$ cat src/rtl/tros_meas_sequencer.sv
// TROS measurement sequencer: clear, gate, latch, then
// ships three Manchester-coded count frames per run.
module tros_meas_sequencer #(
  parameter int COUNTER_LENGTH = 20,
  parameter int SETTLE_CYCLES  = 4
) (
  input  logic                      clk,
  input  logic                      rst_n,
  input  logic                      start,
  input  logic                      continuous,
  input  logic [15:0]               gate_len,
  input  logic [COUNTER_LENGTH-1:0] count0,
  input  logic [COUNTER_LENGTH-1:0] count1,
  input  logic [COUNTER_LENGTH-1:0] count2,
  output logic                      ctr_reset,
  output logic                      latch_counter,
  output logic                      busy,
  output logic                      tx_data,
  output logic                      tx_valid,
  output logic                      frame_done
);

  localparam int FW = COUNTER_LENGTH + 7;
  localparam int BW = $clog2(FW + 1);

  typedef enum logic [2:0] {
    IDLE, CLEAR, GATE, LATCH, LOAD, SHIFT
  } state_t;

  state_t                    state;
  logic [15:0]               cnt;
  logic [15:0]               glen;
  logic [1:0]                ch;
  logic [FW-1:0]             sr;
  logic [BW-1:0]             bits;
  logic                      half;
  logic [COUNTER_LENGTH-1:0] sel;
  logic [FW-1:0]             frame;
  logic [15:0]               glen_in;

  // Frame for the current channel, built from live counts.
  always_comb begin
    sel = count0;
    unique case (ch)
      2'd0:    sel = count0;
      2'd1:    sel = count1;
      default: sel = count2;
    endcase
    frame   = {4'b1010, ch, sel, ^sel};
    glen_in = (gate_len == 16'd0) ? 16'd1 : gate_len;
  end

  // Sequencer FSM with registered outputs.
  always_ff @(posedge clk or negedge rst_n) begin
    if (!rst_n) begin
      state         <= IDLE;
      cnt           <= '0;
      glen          <= 16'd1;
      ch            <= '0;
      sr            <= '0;
      bits          <= '0;
      half          <= 1'b0;
      ctr_reset     <= 1'b0;
      latch_counter <= 1'b0;
      busy          <= 1'b0;
      tx_data       <= 1'b0;
      tx_valid      <= 1'b0;
      frame_done    <= 1'b0;
    end else begin
      frame_done <= 1'b0;
      case (state)
        IDLE: begin
          if (start) begin
            state     <= CLEAR;
            cnt       <= '0;
            glen      <= glen_in;
            ctr_reset <= 1'b1;
            busy      <= 1'b1;
          end
        end
        CLEAR: begin
          if (cnt == 16'd1) begin
            state     <= GATE;
            cnt       <= '0;
            ctr_reset <= 1'b0;
          end else begin
            cnt <= cnt + 16'd1;
          end
        end
        GATE: begin
          if (cnt == glen - 16'd1) begin
            state         <= LATCH;
            cnt           <= '0;
            latch_counter <= 1'b1;
          end else begin
            cnt <= cnt + 16'd1;
          end
        end
        LATCH: begin
          if (cnt == 16'(SETTLE_CYCLES - 1)) begin
            state         <= LOAD;
            cnt           <= '0;
            ch            <= '0;
            latch_counter <= 1'b0;
          end else begin
            cnt <= cnt + 16'd1;
          end
        end
        LOAD: begin
          state    <= SHIFT;
          sr       <= frame;
          bits     <= BW'(FW - 1);
          half     <= 1'b0;
          tx_valid <= 1'b1;
          tx_data  <= ~frame[FW-1];
        end
        SHIFT: begin
          if (!half) begin
            half    <= 1'b1;
            tx_data <= sr[FW-1];
          end else if (bits != '0) begin
            half    <= 1'b0;
            bits    <= bits - 1'b1;
            sr      <= {sr[FW-2:0], 1'b0};
            tx_data <= ~sr[FW-2];
          end else begin
            half     <= 1'b0;
            sr       <= '0;
            tx_valid <= 1'b0;
            tx_data  <= 1'b0;
            if (ch != 2'd2) begin
              ch    <= ch + 2'd1;
              state <= LOAD;
            end else begin
              ch         <= '0;
              frame_done <= 1'b1;
              if (continuous) begin
                state     <= CLEAR;
                cnt       <= '0;
                glen      <= glen_in;
                ctr_reset <= 1'b1;
              end else begin
                state <= IDLE;
                busy  <= 1'b0;
              end
            end
          end
        end
        default: state <= IDLE;
      endcase
    end
  end

endmodule

$ cat config.mk
export PLATFORM = sky130hd
export DESIGN_NAME = tros_meas_sequencer
export DESIGN_NICKNAME = d
export VERILOG_FILES = /design/src/rtl/tros_meas_sequencer.sv
export SDC_FILE = /design/constraint.sdc
export NUM_CORES = 1
export LEC_CHECK = 0
export ABC_AREA = 1
export CORE_AREA = 2 2 138 140
export DETAILED_ROUTE_END_ITERATION = 7
export DIE_AREA = 0 0 140 142
export HOLD_SLACK_MARGIN = 0.03
export PLACE_DENSITY = 0.55
export SLEW_MARGIN = 20
export SYNTH_ARGS = -nofsm -noshare
export SYNTH_HDL_FRONTEND = slang
export SYNTH_SLANG_ARGS = --single-unit
$ cat constraint.sdc
create_clock -name clk -period 2.75 [get_ports clk]
set_clock_uncertainty 0.05 [all_clocks]
set_input_delay 0.55 -clock clk [delete_from_list [all_inputs] [get_ports clk]]
set_output_delay 0.55 -clock clk [all_outputs]
set_load 0.05 [all_outputs]
# Word level (Yosys, flattened, before mapping)
# Cells that the tools add are included.
# Widths: inputs -> output; s select.
classes:
  addsub: 4
  n_eq_ne: 20
  reduce_logical: 21
  n_bitwise: 1
  mux: 64
ops:
  columns: ["operator", "n"]
  rows:
  - ["$mux 16", 14]
  - ["$pmux 16 s5", 1]
  - ["$mux 27", 2]
  - ["$pmux 27 s2", 1]
  - ["$pmux 20 s2", 1]
  - ["$pmux 16 s2", 1]
  - ["$reduce_and 6->1", 4]
  - ["$mux 1", 22]
  - ["$ne 2x2->1 const B", 11]
  - ["$mux 3", 7]
  - ["$reduce_xor 20->1", 1]
  - ["$pmux 3 s6", 1]
  - ["$add 16x1->16 const B", 1]
  - ["$eq 16x1->1 const B", 1]
  - ["$eq 16x16->1", 1]
  - ["$eq 16x2->1 const B", 1]
  - ["$logic_not 16->1", 1]
  - ["$sub 16x1->16 const B", 1]
  - ["$mux 5", 2]
  - ["$pmux 1 s2", 5]
  - ["$pmux 5 s2", 1]
  - ["$reduce_bool 5->1", 2]
  - ["$reduce_and 3->1", 3]
  - ["$mux 2", 4]
  - ["other kinds (16)", 21]
totals:
  ff_bits: 76
  inputBits: 80
  word_cells: 123
  output_inout_bits: 6

# Logic depth before layout (Yosys ltp)
logic_depth:
  depth_word: 7
  depth_mapped: 17
  mapped_depth_nobuf: 15

# Worst setup path before layout
# OpenSTA, ideal clock, no wires.
synth_path:
  kind: "register to register"
  from: "register glen[0]"
  to: "register cnt[7]"
  path_buffers: 1
  slack_ps: 657
  setup_time_ps: 119
  path_stages_with_launch: 15
  arrival_time_ps: 1924
  t_required_ps: 2581
  cell_sequence: "dfstp_2 inv_2 ha_1 nand3_1 nor2_1 nand2_1 xor2_1 nand2_1 nor2_1 nand3_2 nand2_4 nand2_4 buf_6 nand2_2 o21ai_2"
synth_via:
  elab_chain_len: 4
synth_lines:
  columns: ["element", "line_no", "source"]
  rows:
  - ["start, declared", "32", "logic [15:0] glen;"]
  - ["start signal, assigned", "76", "glen <= glen_in;"]
  - ["start signal, assigned", "140", "glen <= glen_in;"]
  - ["$sub 16x1->16", "91", "if (cnt == glen - 16'd1) begin"]
  - ["$eq 16x16->1", "91", null]
  - ["$mux 16", "91", null]
  - ["$pmux 16 s5", "71", "case (state)"]
  - ["end signal, assigned", "87", "cnt <= cnt + 16'd1;"]
  - ["end signal, assigned", "96", "cnt <= cnt + 16'd1;"]
  - ["end signal, assigned", "106", "cnt <= cnt + 16'd1;"]
  - ["end, declared", "31", "logic [15:0] cnt;"]
# No other way between the ends.
# A chain may end at the register's enable or synchronous reset.

# Worst setup path in the final report
layout_path:
  from: "register bits[0]"
  to: "register glen[13]"
layout_via:
  elab_chain_len: 3
layout_lines:
  columns: ["element", "line_no", "source"]
  rows:
  - ["start, declared", "35", "logic [BW-1:0] bits;"]
  - ["start signal, assigned", "112", "bits <= BW'(FW - 1);"]
  - ["start signal, assigned", "123", "bits <= bits - 1'b1;"]
  - ["$reduce_bool 5->1", "121", "end else if (bits != '0) begin"]
  - ["$ne 2x2->1 (no source line)", null, null]
  - ["$reduce_and 6->1 (no source line)", null, null]
# No other way between the ends.

==> impl_metrics.yaml <==
flow_run:
  cap_violations: 0
power_and_ir_drop:
  power.total_mw: 5.96
  internal_power_mw: 3.34
  switching_power_mw: 2.63
  power_density_mw_per_mm2: 870
  power_frac_comb: 0.484
  ir_worst_vdd_v: 0.000494
  swShare: 0.440
  power.leakage_nw: 3.46
  p_clk_frac: 0.206
  p_seq_frac: 0.310
logic_synthesis:
  syn_nets: 882
  yosysUniqueCellTypes: 49
  async_reset_ff_frac: 1.00
  synth_seq_area_share: 0.349
  yosys_warnings: 0
  syn_area_per_cell_sq_um: 6.84
  ys_ff_latch: 76
  yosysTopAreaCellShare: 0.344
  syn-instance-count: 798
  netlist_area_sq_mm: 0.00546
  synth_top_cell_by_area: "dfrtp_1"
  synth-main-ff-cell: "dfrtp_1"
  synth_edf_count: 0
  synthTopCellsByArea: "dfrtp_1 (34%), nand2_1 (17%), inv_1 (7.6%)"
critical_path:
  cp_cell_sequence: "inv_1 -> ha_1 -> inv_1 -> nor3_1 -> inv_1 -> nor2_1 -> inv_1 -> nand2_2 -> inv_2 -> nor2_4 -> inv_2 -> nor2_4 -> nand3b_4 -> nand2_1 -> o21ai_0"
  critPathKind: "reg -> reg"
  crit_family: "simple AND/OR/NAND/NOR gates"
  crit_arrival_ps: 2420
  cp-start-kind: "flop"
  path_max_fanout: 33
  crit_top_cell: "inv_1"
  worstPathRequired_ps: 2910
  slowest_stage: "dfrtp_1"
  end_kind: "flop"
  cpPeakStageDelay_ps: 350
  cp.buffers_inverters: 6
floorplan:
  dieArea_sq_mm: 0.0199
  die_w_um: 140
  core-area_sq_mm: 0.0185
  ios: 86
  rows: 50
  die_h_um: 142
  start_util: 0.296
clocking:
  cts_hold_buf: 0
  clockBufferDepth: 2
  postCtsSetupBuffers: 0
  cts_buffers: 9
  htreeDepth: 3
  tritoncts: "built"
  cts_resized: 0
  clk_pin_slew_worst_paths_ps: 60
  cts.sinks: 76
  clock_latency_ps: 340
  root_buffer: "clkbuf_16"
route:
  drt-met1-wl_mm: 7.23
  antenna_left: 0
  wl_mm: 13.9
  wl_met3_um: 696
  routedWlPerCell_um: 12.4
  num_vias: 5029
  top_layer: "met4"
  drcViolationCount: 7
  drt_iter0_drc: 274
  dr.pass1.iters: 8
  wl_met2_mm: 5.89
  viasPerCell: 4.49
timing:
  max_freq_mhz: 441
  setup_viol: 0
  drv_slew: 0
  rsz0062_at_grt: "false"
  timing.hold.ws_ps: 113
  setup_tns_ps: 0
  post-route-period-util: 0.824
  hold_viol: 0
  worst_pin_slew_ps: 591
  relSlewSlack: 0.605
  period_needed_ps: 2270
final_layout:
  final_common_cell: "nand2_1"
  area_delta_synth_final_pct: 25.5
  antenna_cells: 0
  final_util: 0.371
  drive_gt1_frac: 0.101
  final_cell_mix: "nand2_1 (253), inv_1 (110), clkdlybuf4s50_1 (84)"
  fin_nets: 966
  finalNonFillerCells: 1121
  fillers: 1940
place:
  dpl.hpwl_mm: 10.6
  place.port_buffers: 85
  gp_congestion: 0.842
  placedCellCount: 1105
global_routing:
  antenna_found_initial: 0
  grt_usage: 0.145
  grt_pass1_vias: 4723
  grt_first_pass_wirelength_mm: 23.2
  overflow: 0
  grt_max_degree: 46
status:
  run_status: "finished with violations"
  failed_checks: "DRC"
min_path:
  hp-class: "in -> async"
==> metrics by stage <==
stage / setup slack, ps / instance area (sq um)
global placement: 457 / 6540
global route: 156 / 6860
finish: 484 / 6860
CTS: 455 / 6860
detailed placement: 456 / 6540
floorplan: 657 / 5460
==> cell usage after synthesis, types with 6 or more instances <==
cell type	number
nand2_2	13
xor2_1	29
nor2_1	71
xnor2_1	6
inv_2	10
nor3_1	6
nand4_1	7
buf_6	6
o21ai_0	31
dfrtp_1	75
nor4_1	6
nor2_4	6
o211ai_1	9
nand3_1	66
o21ai_2	11
a21oi_1	7
nand2_1	253
or2_2	6
inv_1	110
a22oi_1	12
==> final timing paths <==
kind,from,endpoint,slack (ps),cells after the start
max reg2reg,bits[0]$_DFFE_PN0P_,glen[13]$_DFFE_PN0P_,480,15
min reg2reg,ctr_reset$_DFFE_PN0P_,ctr_reset$_DFFE_PN0P_,420,2
max,bits[0]$_DFFE_PN0P_,glen[13]$_DFFE_PN0P_,480,15
max in group asynchronous,rst_n,sr[21]$_DFFE_PN0P_,1940,2
min,rst_n,glen[10]$_DFFE_PN0P_,110,1
min in group clk,ctr_reset$_DFFE_PN0P_,ctr_reset$_DFFE_PN0P_,420,2
==> power by group through the flow <==
stage	registers [mW]	clock network, mW	logic (mW)
floorplan	1.88	0	2.21
global placement	1.86	0	2.90
CTS	1.85	1.26	2.92
finish	1.85	1.23	2.89
global route	1.92	1.32	3.30
detailed placement	1.87	0	2.90
==> per-layer routing <==
metal	global-route usage	vias to the layer above
met5	0	-
met3	0.0286	8
met1	0.215	2236
met2	0.218	96
li1	-	2689
met4	0.0362	0
==> layout make-up <==
type                    count  area (sq um)  area share
inverters                 121           457      0.0666
flip-flops and latches     76          1900       0.278
well taps                 234           293      0.0427
repair buffers             96           943       0.138
multi-input cells         578          2950       0.430
clock inverters             5          58.8     0.00858
clock buffers              11           253      0.0369
==> cell families (layout without fill, tap and decap cells) <==
| family | Yosys count | count (layout) | share of synthesized area |
|---|---|---|---|
| AO/OA/AOI/OAI | 86 | 86 | 0.103 |
| XOR/XNOR | 36 | 36 | 0.0591 |
| adder cells (fa/ha/maj) | 4 | 4 | 0.00917 |
| buffers and inverters | 144 | 233 | 0.112 |
| flip-flops | 76 | 76 | 0.349 |
| AND/OR/NAND/NOR | 452 | 452 | 0.368 |
==> state kept, by name (all words and copies together) (netlist names) <==
register / cells
latch_counter: 1
state: 3
frame_done: 1
ch: 2
cnt: 16
tx_valid: 1
busy: 1
half: 1
sr: 27
ctr_reset: 1
tx_data: 1
glen: 16
bits: 5
(Power assumes the default switching activity.)
